--- src/rtl/pu_msp430_timer16_pkg.sv ---
// Register offsets, CTL/FLG bit positions, mode encoding and prescaler divide
// decode shared by the MSP430 16-bit compare timer.
package pu_msp430_timer16_pkg;

    localparam int unsigned OFS_CTL  = 0;
    localparam int unsigned OFS_CNT  = 2;
    localparam int unsigned OFS_FLG  = 4;
    localparam int unsigned OFS_CCR0 = 6;

    typedef enum logic [1:0] {
        MODE_STOP = 2'd0,
        MODE_UP   = 2'd1,
        MODE_CONT = 2'd2
    } mode_e;

    localparam int unsigned CTL_MODE_LSB = 0;
    localparam int unsigned CTL_DIV_LSB  = 2;
    localparam int unsigned CTL_CLR_BIT  = 4;
    localparam int unsigned CTL_IE_LSB   = 8;
    localparam int unsigned CTL_OVIE_BIT = 15;
    localparam int unsigned FLG_OV_BIT   = 15;

    // Terminal prescaler value for DIV codes /1, /2, /4, /8.
    function automatic logic [2:0] div_last(input logic [1:0] div);
        logic [2:0] last;
        case (div)
            2'd0:    last = 3'd0;
            2'd1:    last = 3'd1;
            2'd2:    last = 3'd3;
            default: last = 3'd7;
        endcase
        return last;
    endfunction

endpackage

--- src/rtl/pu_msp430_timer16_presc.sv ---
// Three-bit timer prescaler; tick marks the mclk cycle in which the counter advances.
module pu_msp430_timer16_presc
    import pu_msp430_timer16_pkg::*;
(
    input  logic       mclk,
    input  logic       puc_rst,
    input  logic       run,
    input  logic [1:0] div,
    input  logic       clr,
    output logic       tick
);

    logic [2:0] presc_q;
    logic [2:0] presc_d;

    // ">=" lets a shrinking divider fire on the next cycle instead of wrapping through 7.
    assign tick = run & (presc_q >= div_last(div));

    always_comb begin
        presc_d = presc_q;
        if (clr) begin
            presc_d = 3'd0;
        end else if (run) begin
            presc_d = tick ? 3'd0 : presc_q + 3'd1;
        end
    end

    always_ff @(posedge mclk or posedge puc_rst) begin
        if (puc_rst) begin
            presc_q <= 3'd0;
        end else begin
            presc_q <= presc_d;
        end
    end

endmodule

--- src/rtl/pu_msp430_timer16_ccr.sv ---
// MSP430 per_* bus timer: prescaled 16-bit up/continuous counter with NCH
// compare channels, write-1-to-clear flags and a level interrupt.
module pu_msp430_timer16_ccr
    import pu_msp430_timer16_pkg::*;
#(
    parameter logic [14:0] BASE_ADDR = 15'h01A0,
    parameter int          DEC_WD    = 4,
    parameter int          NCH       = 4
) (
    input  logic           mclk,
    input  logic           puc_rst,
    input  logic [13:0]    per_addr,
    input  logic [15:0]    per_din,
    input  logic           per_en,
    input  logic [1:0]     per_we,
    output logic [15:0]    per_dout,
    output logic           irq,
    output logic [NCH-1:0] cmp_out
);

    localparam int               IDX_W    = DEC_WD - 1;
    localparam logic [IDX_W-1:0] IDX_CTL  = IDX_W'(OFS_CTL / 2);
    localparam logic [IDX_W-1:0] IDX_CNT  = IDX_W'(OFS_CNT / 2);
    localparam logic [IDX_W-1:0] IDX_FLG  = IDX_W'(OFS_FLG / 2);
    localparam int               IDX_CCR0 = OFS_CCR0 / 2;
    localparam logic [15:0]      CH_MASK  = 16'((1 << NCH) - 1);
    localparam logic [15:0]      CTL_MASK = 16'h000F | (CH_MASK << CTL_IE_LSB) | (16'h1 << CTL_OVIE_BIT);
    localparam logic [15:0]      FLG_MASK = CH_MASK | (16'h1 << FLG_OV_BIT);

    logic             reg_sel, reg_wr, reg_rd;
    logic [IDX_W-1:0] word_idx;
    logic [15:0]      lane_mask;
    logic             ctl_wr, cnt_wr, flg_wr, clr;
    logic [NCH-1:0]   ccr_wr;
    logic [1:0]       mode;
    logic             run, tick, tick_en;
    logic [15:0]      ctl_q, ctl_d, cnt_q, cnt_d, flg_q, flg_d;
    logic [15:0]      cnt_nxt, flg_set, flg_clr, rd_data;
    logic [15:0]      ccr_q [NCH];
    logic [15:0]      ccr_d [NCH];
    logic [NCH-1:0]   match, cmp_q, cmp_d;

    function automatic logic [15:0] lane_merge(input logic [15:0] old_v,
                                               input logic [15:0] new_v,
                                               input logic [15:0] mask);
        return (old_v & ~mask) | (new_v & mask);
    endfunction

    always_comb begin
        reg_sel   = per_en & (per_addr[13:DEC_WD-1] == BASE_ADDR[14:DEC_WD]);
        reg_wr    = reg_sel & (per_we != 2'b00);
        reg_rd    = reg_sel & (per_we == 2'b00);
        word_idx  = per_addr[IDX_W-1:0];
        lane_mask = {{8{per_we[1]}}, {8{per_we[0]}}};
        ctl_wr    = reg_wr & (word_idx == IDX_CTL);
        cnt_wr    = reg_wr & (word_idx == IDX_CNT);
        flg_wr    = reg_wr & (word_idx == IDX_FLG);
        clr       = ctl_wr & per_we[0] & per_din[CTL_CLR_BIT];
        ccr_wr    = '0;
        for (int i = 0; i < NCH; i++) begin
            ccr_wr[i] = reg_wr & (word_idx == IDX_W'(IDX_CCR0 + i));
        end
    end

    pu_msp430_timer16_presc u_presc (
        .mclk    (mclk),
        .puc_rst (puc_rst),
        .run     (run),
        .div     (ctl_q[CTL_DIV_LSB +: 2]),
        .clr     (clr | cnt_wr),
        .tick    (tick)
    );

    // A bus write to CNT or a CLR pre-empts the count step, so no match fires that cycle.
    always_comb begin
        mode    = ctl_q[CTL_MODE_LSB +: 2];
        run     = (mode == MODE_UP) || (mode == MODE_CONT);
        tick_en = tick & ~clr & ~cnt_wr;
        cnt_nxt = cnt_q + 16'd1;
        if ((mode == MODE_UP) && (cnt_q == ccr_q[0])) begin
            cnt_nxt = 16'h0000;
        end
        for (int i = 0; i < NCH; i++) begin
            match[i] = tick_en & (cnt_nxt == ccr_q[i]);
        end
        flg_set             = 16'(match);
        flg_set[FLG_OV_BIT] = tick_en & (cnt_nxt == 16'h0000);
        cmp_d               = match;
    end

    always_comb begin
        ctl_d = ctl_wr ? (lane_merge(ctl_q, per_din, lane_mask) & CTL_MASK) : ctl_q;

        cnt_d = cnt_q;
        if (clr) begin
            cnt_d = 16'h0000;
        end else if (cnt_wr) begin
            cnt_d = lane_merge(cnt_q, per_din, lane_mask);
        end else if (tick_en) begin
            cnt_d = cnt_nxt;
        end

        // Set is applied after clear so a same-cycle event survives a write-1-to-clear.
        flg_clr = flg_wr ? (per_din & lane_mask) : 16'h0000;
        flg_d   = ((flg_q & ~flg_clr) | flg_set) & FLG_MASK;

        for (int i = 0; i < NCH; i++) begin
            ccr_d[i] = ccr_wr[i] ? lane_merge(ccr_q[i], per_din, lane_mask) : ccr_q[i];
        end
    end

    always_ff @(posedge mclk or posedge puc_rst) begin
        if (puc_rst) begin
            ctl_q <= 16'h0000;
            cnt_q <= 16'h0000;
            flg_q <= 16'h0000;
            cmp_q <= '0;
            for (int i = 0; i < NCH; i++) begin
                ccr_q[i] <= 16'h0000;
            end
        end else begin
            ctl_q <= ctl_d;
            cnt_q <= cnt_d;
            flg_q <= flg_d;
            cmp_q <= cmp_d;
            for (int i = 0; i < NCH; i++) begin
                ccr_q[i] <= ccr_d[i];
            end
        end
    end

    always_comb begin
        rd_data = 16'h0000;
        if (word_idx == IDX_CTL) rd_data = ctl_q;
        if (word_idx == IDX_CNT) rd_data = cnt_q;
        if (word_idx == IDX_FLG) rd_data = flg_q;
        for (int i = 0; i < NCH; i++) begin
            if (word_idx == IDX_W'(IDX_CCR0 + i)) rd_data = ccr_q[i];
        end
        per_dout = reg_rd ? rd_data : 16'h0000;
    end

    assign irq     = (|(flg_q[NCH-1:0] & ctl_q[CTL_IE_LSB +: NCH])) | (flg_q[FLG_OV_BIT] & ctl_q[CTL_OVIE_BIT]);
    assign cmp_out = cmp_q;

endmodule

--- config.mk ---
export PLATFORM = sky130hd
export DESIGN_NAME = pu_msp430_timer16_ccr
export DESIGN_NICKNAME = d
export VERILOG_FILES = /design/src/rtl/pu_msp430_timer16_pkg.sv /design/src/rtl/pu_msp430_timer16_presc.sv /design/src/rtl/pu_msp430_timer16_ccr.sv
export SDC_FILE = /design/constraint.sdc
export NUM_CORES = 1
export LEC_CHECK = 0
export CAP_MARGIN = 25
export CORE_MARGIN = 3
export CORE_UTILIZATION = 60
export CTS_BUF_LIST = sky130_fd_sc_hd__clkbuf_4 sky130_fd_sc_hd__clkbuf_8
export CTS_CLUSTER_DIAMETER = 30
export DETAILED_ROUTE_END_ITERATION = 10
export MAX_ROUTING_LAYER = met4
export PLACE_DENSITY = 0.92
export SYNTH_ARGS = -nofsm -noshare
export SYNTH_HDL_FRONTEND = slang
export SYNTH_HIERARCHICAL = 1
export SYNTH_SLANG_ARGS = --single-unit
export TNS_END_PERCENT = 50
--- constraint.sdc ---
create_clock -name mclk -period 9.8 [get_ports mclk]
set_input_delay 1.47 -clock mclk [delete_from_list [all_inputs] [get_ports mclk]]
set_output_delay 1.47 -clock mclk [all_outputs]
set_load 0.05 [all_outputs]
; Yosys cells after proc, flatten, opt, wreduce, memory -nomap -nowiden
; Cells that the tools add are included.
[totals]
register_bits = 101
input_bits = 35
[op_classes]
reduce_logical = 10
n_bitwise = 43
addsub = 2
mux = 17
order_cmp = 1
eq_ne = 16
[ops]
columns = op, n
row1 = $mux W16, 13
row2 = $and A16 B16 Y16, 8
row3 = $or A16 B16 Y16, 7
row4 = $eq A16 B16 Y1, 5
row5 = $not A16 Y16, 2
row6 = $and A1 B1 Y1, 21
row7 = $add A16 B1 Y16 const B, 1
row8 = $logic_not A16 Y1, 1
row9 = $eq A11 B5 Y1 const B, 1
row10 = $eq A3 B3 Y1 const B, 3
row11 = $mux W3, 3
row12 = $pmux W3 S3, 1
row13 = $eq A3 B2 Y1 const B, 2
row14 = $and A4 B4 Y4, 1
row15 = $eq A2 B1 Y1 const B, 2
row16 = $eq A2 B2 Y1 const B, 2
row17 = $logic_not A2 Y1, 2
row18 = $reduce_bool A2 Y1, 2
row19 = $reduce_or A4 Y1, 1
row20 = $add A3 B1 Y3 const B, 1
row21 = $eq A3 B1 Y1 const B, 1
row22 = $ge A3 B3 Y1, 1
row23 = $logic_not A3 Y1, 1
row24 = $reduce_bool A3 Y1, 1
row25 = other kinds (4), 6

; Longest topological paths before layout
[logic_depth]
word_depth = 12
mapped_depth = 11
ltp_nobuf = 11

; By module
; Netlist, hierarchy kept.
[by_module_without_submodules]
columns = mod, cells_each, area_each_um2, n_inst, seq_area_each_um2
row1 = pu_msp430_timer16_ccr, 821, 7295.7, 1, 2452.4
row2 = pu_msp430_timer16_presc, 28, 290.3, 1, 75.1

; Least setup slack after synthesis
; Ideal clock, no wire load.
[synth_timing]
path_type = input to output
start = in per_addr[0]
end = out per_dout[11]
required_time_ps = 8330
path_stages = 7
arrival_ps = 3959
path_slack_ps = 4371
path_cell_list = buf_1 -> clkbuf_1 -> clkbuf_1 -> nand3b_1 -> o21ai_0 -> a22oi_1 -> a211oi_1
[synth_via]
elab_chain_len = 9
word_cells_on_any_way = 15
[synth_rtl]
columns = item, line
row1 = "start, declared", pu_msp430_timer16_ccr.sv:12  ; input logic [13:0] per_addr,
row2 = $logic_not A3 Y1, pu_msp430_timer16_ccr.sv:134  ; if (word_idx == IDX_CTL) rd_data = ctl_q;
row3 = $mux W16, pu_msp430_timer16_ccr.sv:134
row4 = $mux W16, pu_msp430_timer16_ccr.sv:135  ; if (word_idx == IDX_CNT) rd_data = cnt_q;
row5 = $mux W16, pu_msp430_timer16_ccr.sv:136  ; if (word_idx == IDX_FLG) rd_data = flg_q;
row6 = $mux W16 (3 in series), pu_msp430_timer16_ccr.sv:138  ; if (word_idx == IDX_W'(IDX_CCR0 + i)) rd_data = ccr_q[i];
row7 = $mux W16 *, pu_msp430_timer16_ccr.sv:138
row8 = $mux W16 *, pu_msp430_timer16_ccr.sv:140  ; per_dout = reg_rd ? rd_data : 16'h0000;
row9 = "end, declared", pu_msp430_timer16_ccr.sv:16  ; output logic [15:0] per_dout,
; Every way passes the cells marked *; elsewhere a longest branch is shown, timed or not.

; Worst setup path in the final report
[layout_timing]
start = in per_addr[0]
end = out per_dout[7]
[layout_via]
elab_chain_len = 8
word_cells_on_any_way = 13
[layout_rtl]
columns = item, line
row1 = $eq A3 B1 Y1, pu_msp430_timer16_ccr.sv:135
row2 = $mux W16, pu_msp430_timer16_ccr.sv:135
row3 = $mux W16, pu_msp430_timer16_ccr.sv:136
row4 = $mux W16 (3 in series), pu_msp430_timer16_ccr.sv:138
row5 = $mux W16 *, pu_msp430_timer16_ccr.sv:138
row6 = $mux W16 *, pu_msp430_timer16_ccr.sv:140
; Marks and branches as above.

==> metrics.txt <==
status=completed; P_leak=~0.0034 uW; cts hold-fix bufs=0; core area=around 12000 um^2; crit path max-delay cell type=clkdlybuf4s50_1; Final Core Density=69.0%; maximum clock rate=146 MHz; TritonCTS Sinks=101; worst clock skew=0.0123 ns; ys flop type=dfrtp_1; Avg Vias per Cell=7.26; htree depth=3; Worst setup endpoint=per_dout[7]; Max Slew Vio Count=0; cell area after placement=8200 um^2; total CTS buffers=9; crit share post-route=69.8%; placed cell count=1028; final setup fails=0; antenna fix cells=0; EDFF count, synth=0; Net Count, Synth=890; power per cell area=113 nW/um^2; Hold/Removal Path Class=reg -> reg; worst path cell trace=clkdlybuf4s50_1 -> buf_4 -> nor2b_1 -> nand2_1 -> o221a_2 -> a211oi_1 -> clkdlybuf4s50_1; Initial Util=62.4%; post-synthesis sequential area ratio=approximately 33%; Critical Path RT=between 8 and 9 ns; R2R Setup Slk=approximately 5.6 ns; GP Congestion=1.04; Post-Syn Area=7590 um^2; setup TNS=0 ns; ys async rst share=100%; FP Rows=40; CTS Buffer Depth=2; CP Depth=7; post-synthesis cell type count=82; most used cell along the critical path=clkdlybuf4s50_1; Skew-Pair Late Insertion Delay=0.41 ns; remaining antenna violation count=0; layout cells sized above 1=between 10 and 15%; flops & latches, synth=101; peak supply drop=86.5 uV; routed len/inst=26.6 um; worst-path maximum fanout=23; DP Wirelength=20.4 mm; Final nets=approximately 910; critical path arrival=approximately 5.4 ns; Max-Cap Viols=0; IO Port Bufs=55; First-pass DRT Iterations=7; GRT Total Usage=between 40% and 50%; clk slew on worst S/H paths=0.10 ns; worst r2r path cells=9; Post CTS Setup Buffer Count=0; die area=~14000 um^2; overall power=948 uW; CTS resizes=0; Final Routed Wirelength=27.8 mm; CTS tree=built; mean cell area of the mapped netlist=just under 9 um^2; grt total ovfl=0; die width=118 um; Final Hold Violating Endpoints=0; I/O pin count=56; Setup crit end kind=output pin; initial antenna violation count=0; relative slew slack=24.4%; R2R Path Start=cnt_q[0]; slowest cell delay on critical path=about 0.9 ns; crit path kind=in -> out; Final Critical Period=6.84 ns; Die H=between 100 and 150 um; Worst path top cell family by delay=buffers and inverters; Least-Margin Pin Slew=about 1.1 ns; final instance area=8390 um^2; via count=7576; Post-Syn Instances=849; Finished Layout Cells=between 1000 and 1500; Ys Warns=6; Area Growth Syn to Fin=10.7%; Root Driver=clkbuf_8; vias in the first global route=7191; largest net degree at the start of global routing=68; first-pass GRT wire length=42.4 mm; crit path from=per_addr[0]; DRC errors left=0; RSZ-0062 raised after global routing=no; Buf/Inv on CP=3; worst reg2reg endpoint=flg_q[2]; Worst setup SP type=primary input; Initial DRC Count=approximately 1500
-- synth_stat cells (5+ instances only) --
| cell type | instances | share of area (%) |
|---|---|---|
| o21ai_1 | 11 | 0.73 |
| nor2b_1 | 7 | 0.58 |
| or2_2 | 6 | 0.49 |
| and2_1 | 11 | 0.91 |
| buf_1 | 5 | 0.25 |
| inv_1 | 37 | 1.8 |
| nor4_1 | 11 | 0.91 |
| nand3b_1 | 8 | 0.79 |
| and3_1 | 7 | 0.58 |
| o22a_1 | 6 | 0.69 |
| nand2b_1 | 8 | 0.66 |
| a22oi_1 | 27 | 2.7 |
| ha_1 | 6 | 0.99 |
| o211ai_1 | 6 | 0.59 |
| a21o_1 | 6 | 0.59 |
| a222oi_1 | 5 | 0.66 |
| xor2_1 | 7 | 0.81 |
| buf_2 | 8 | 0.53 |
| nor2_1 | 56 | 2.8 |
| clkbuf_1 | 38 | 1.9 |
| nand3_1 | 16 | 1.1 |
| o21a_1 | 6 | 0.59 |
| nor3_1 | 14 | 0.92 |
| nand2_1 | 71 | 3.5 |
| mux2i_1 | 12 | 1.6 |
| a21oi_1 | 40 | 2.6 |
| o22ai_1 | 20 | 1.6 |
| or4_1 | 6 | 0.59 |
| dfrtp_1 | 101 | 33 |
| or3_1 | 7 | 0.58 |
| xnor2_1 | 30 | 3.5 |
| mux2_2 | 71 | 11 |
| mux4_2 | 5 | 1.5 |
| a211oi_1 | 17 | 1.7 |
| o21ai_0 | 60 | 4.0 |
| nand4_1 | 12 | 0.99 |
-- cells by family (layout without fill, tap and decap cells) --
group	Yosys count	after routing	share of synthesized area, %
simple gates	273	273	20.2
buf+inv	91	118	4.73
flops	101	101	33.3
fa+ha+maj	6	6	0.990
xor+xnor	40	40	5.16
compound gates	250	250	22.0
mux	88	88	13.6
-- worst register-to-register path: stages, from the launching register on --
cell,delay (ns)
dfrtp_1,0.74
ha_1,0.66
inv_2,0.24
nor4_4,0.34
xnor2_1,0.33
and2_0,0.28
or4b_1,0.51
a2111o_1,0.45
nor4_2,0.42
a21o_1,0.14
-- how the worst min path moves through the flow --
| stage | startpoint | endpoint | slack, ns | cells after the start |
|---|---|---|---|---|
| after floorplan | flg_q[2] | flg_q[2] | 0.47 | 1 |
| after global placement | flop | flop | 0.52 | 1 |
| after detailed placement | flop | flop | 0.52 | 1 |
| after CTS | flop | flop | 0.54 | 1 |
| after global routing | flop | flop | 0.57 | 1 |
| final | flop | flop | 0.55 | 1 |
-- power breakdown --
group / total, uW / internal, uW / switching, uW / leakage (uW)
combinational: 212 / 87.1 / 124 / 0.00201
sequential: 463 / 424 / 39.0 / 0.00132
clock: 273 / 103 / 170 / 0.0000914
-- through the flow --
stage / hold slack [ns] / setup slack [ns]
floorplan: 0.469 / 4.37
CTS: 0.542 / 3.11
global route: 0.574 / 2.79
finish: 0.548 / 2.96
global placement: 0.515 / 3.26
detailed placement: 0.520 / 3.13
-- layout make-up --
| cell class | instances | area, um^2 |
|---|---|---|
| sequential | 101 | 2530 |
| clock buffer | 10 | 138 |
| fill | 970 | 3770 |
| timing repair buffer | 64 | 622 |
| multi-input combinational | 657 | 4700 |
| clock inverter | 6 | 52.6 |
| inverter | 38 | 145 |
| tap | 168 | 210 |
-- metal layers --
| layer | track usage [%] | vias up | wire (um) |
|---|---|---|---|
| met4 | 19.6 | 0 | 1480 |
| met5 | - | - | 0 |
| met2 | 57.7 | 667 | 11800 |
| met1 | 54.9 | 3565 | 10600 |
| li1 | - | 3218 | - |
| met3 | 9.95 | 126 | 3880 |
-- placed cells by master (no fill, tap or decap), drive strengths merged, types with 17 or more instances in the layout --
cell,n
dfrtp,101
o21ai,72
nand2,71
mux2,71
nor2,57
clkdlybuf4s50,55
a21oi,41
inv,41
xnor2,30
a22oi,27
o22ai,20
a211oi,17
nand3,17
No activity file was read; power rests on OpenSTA's default activity.
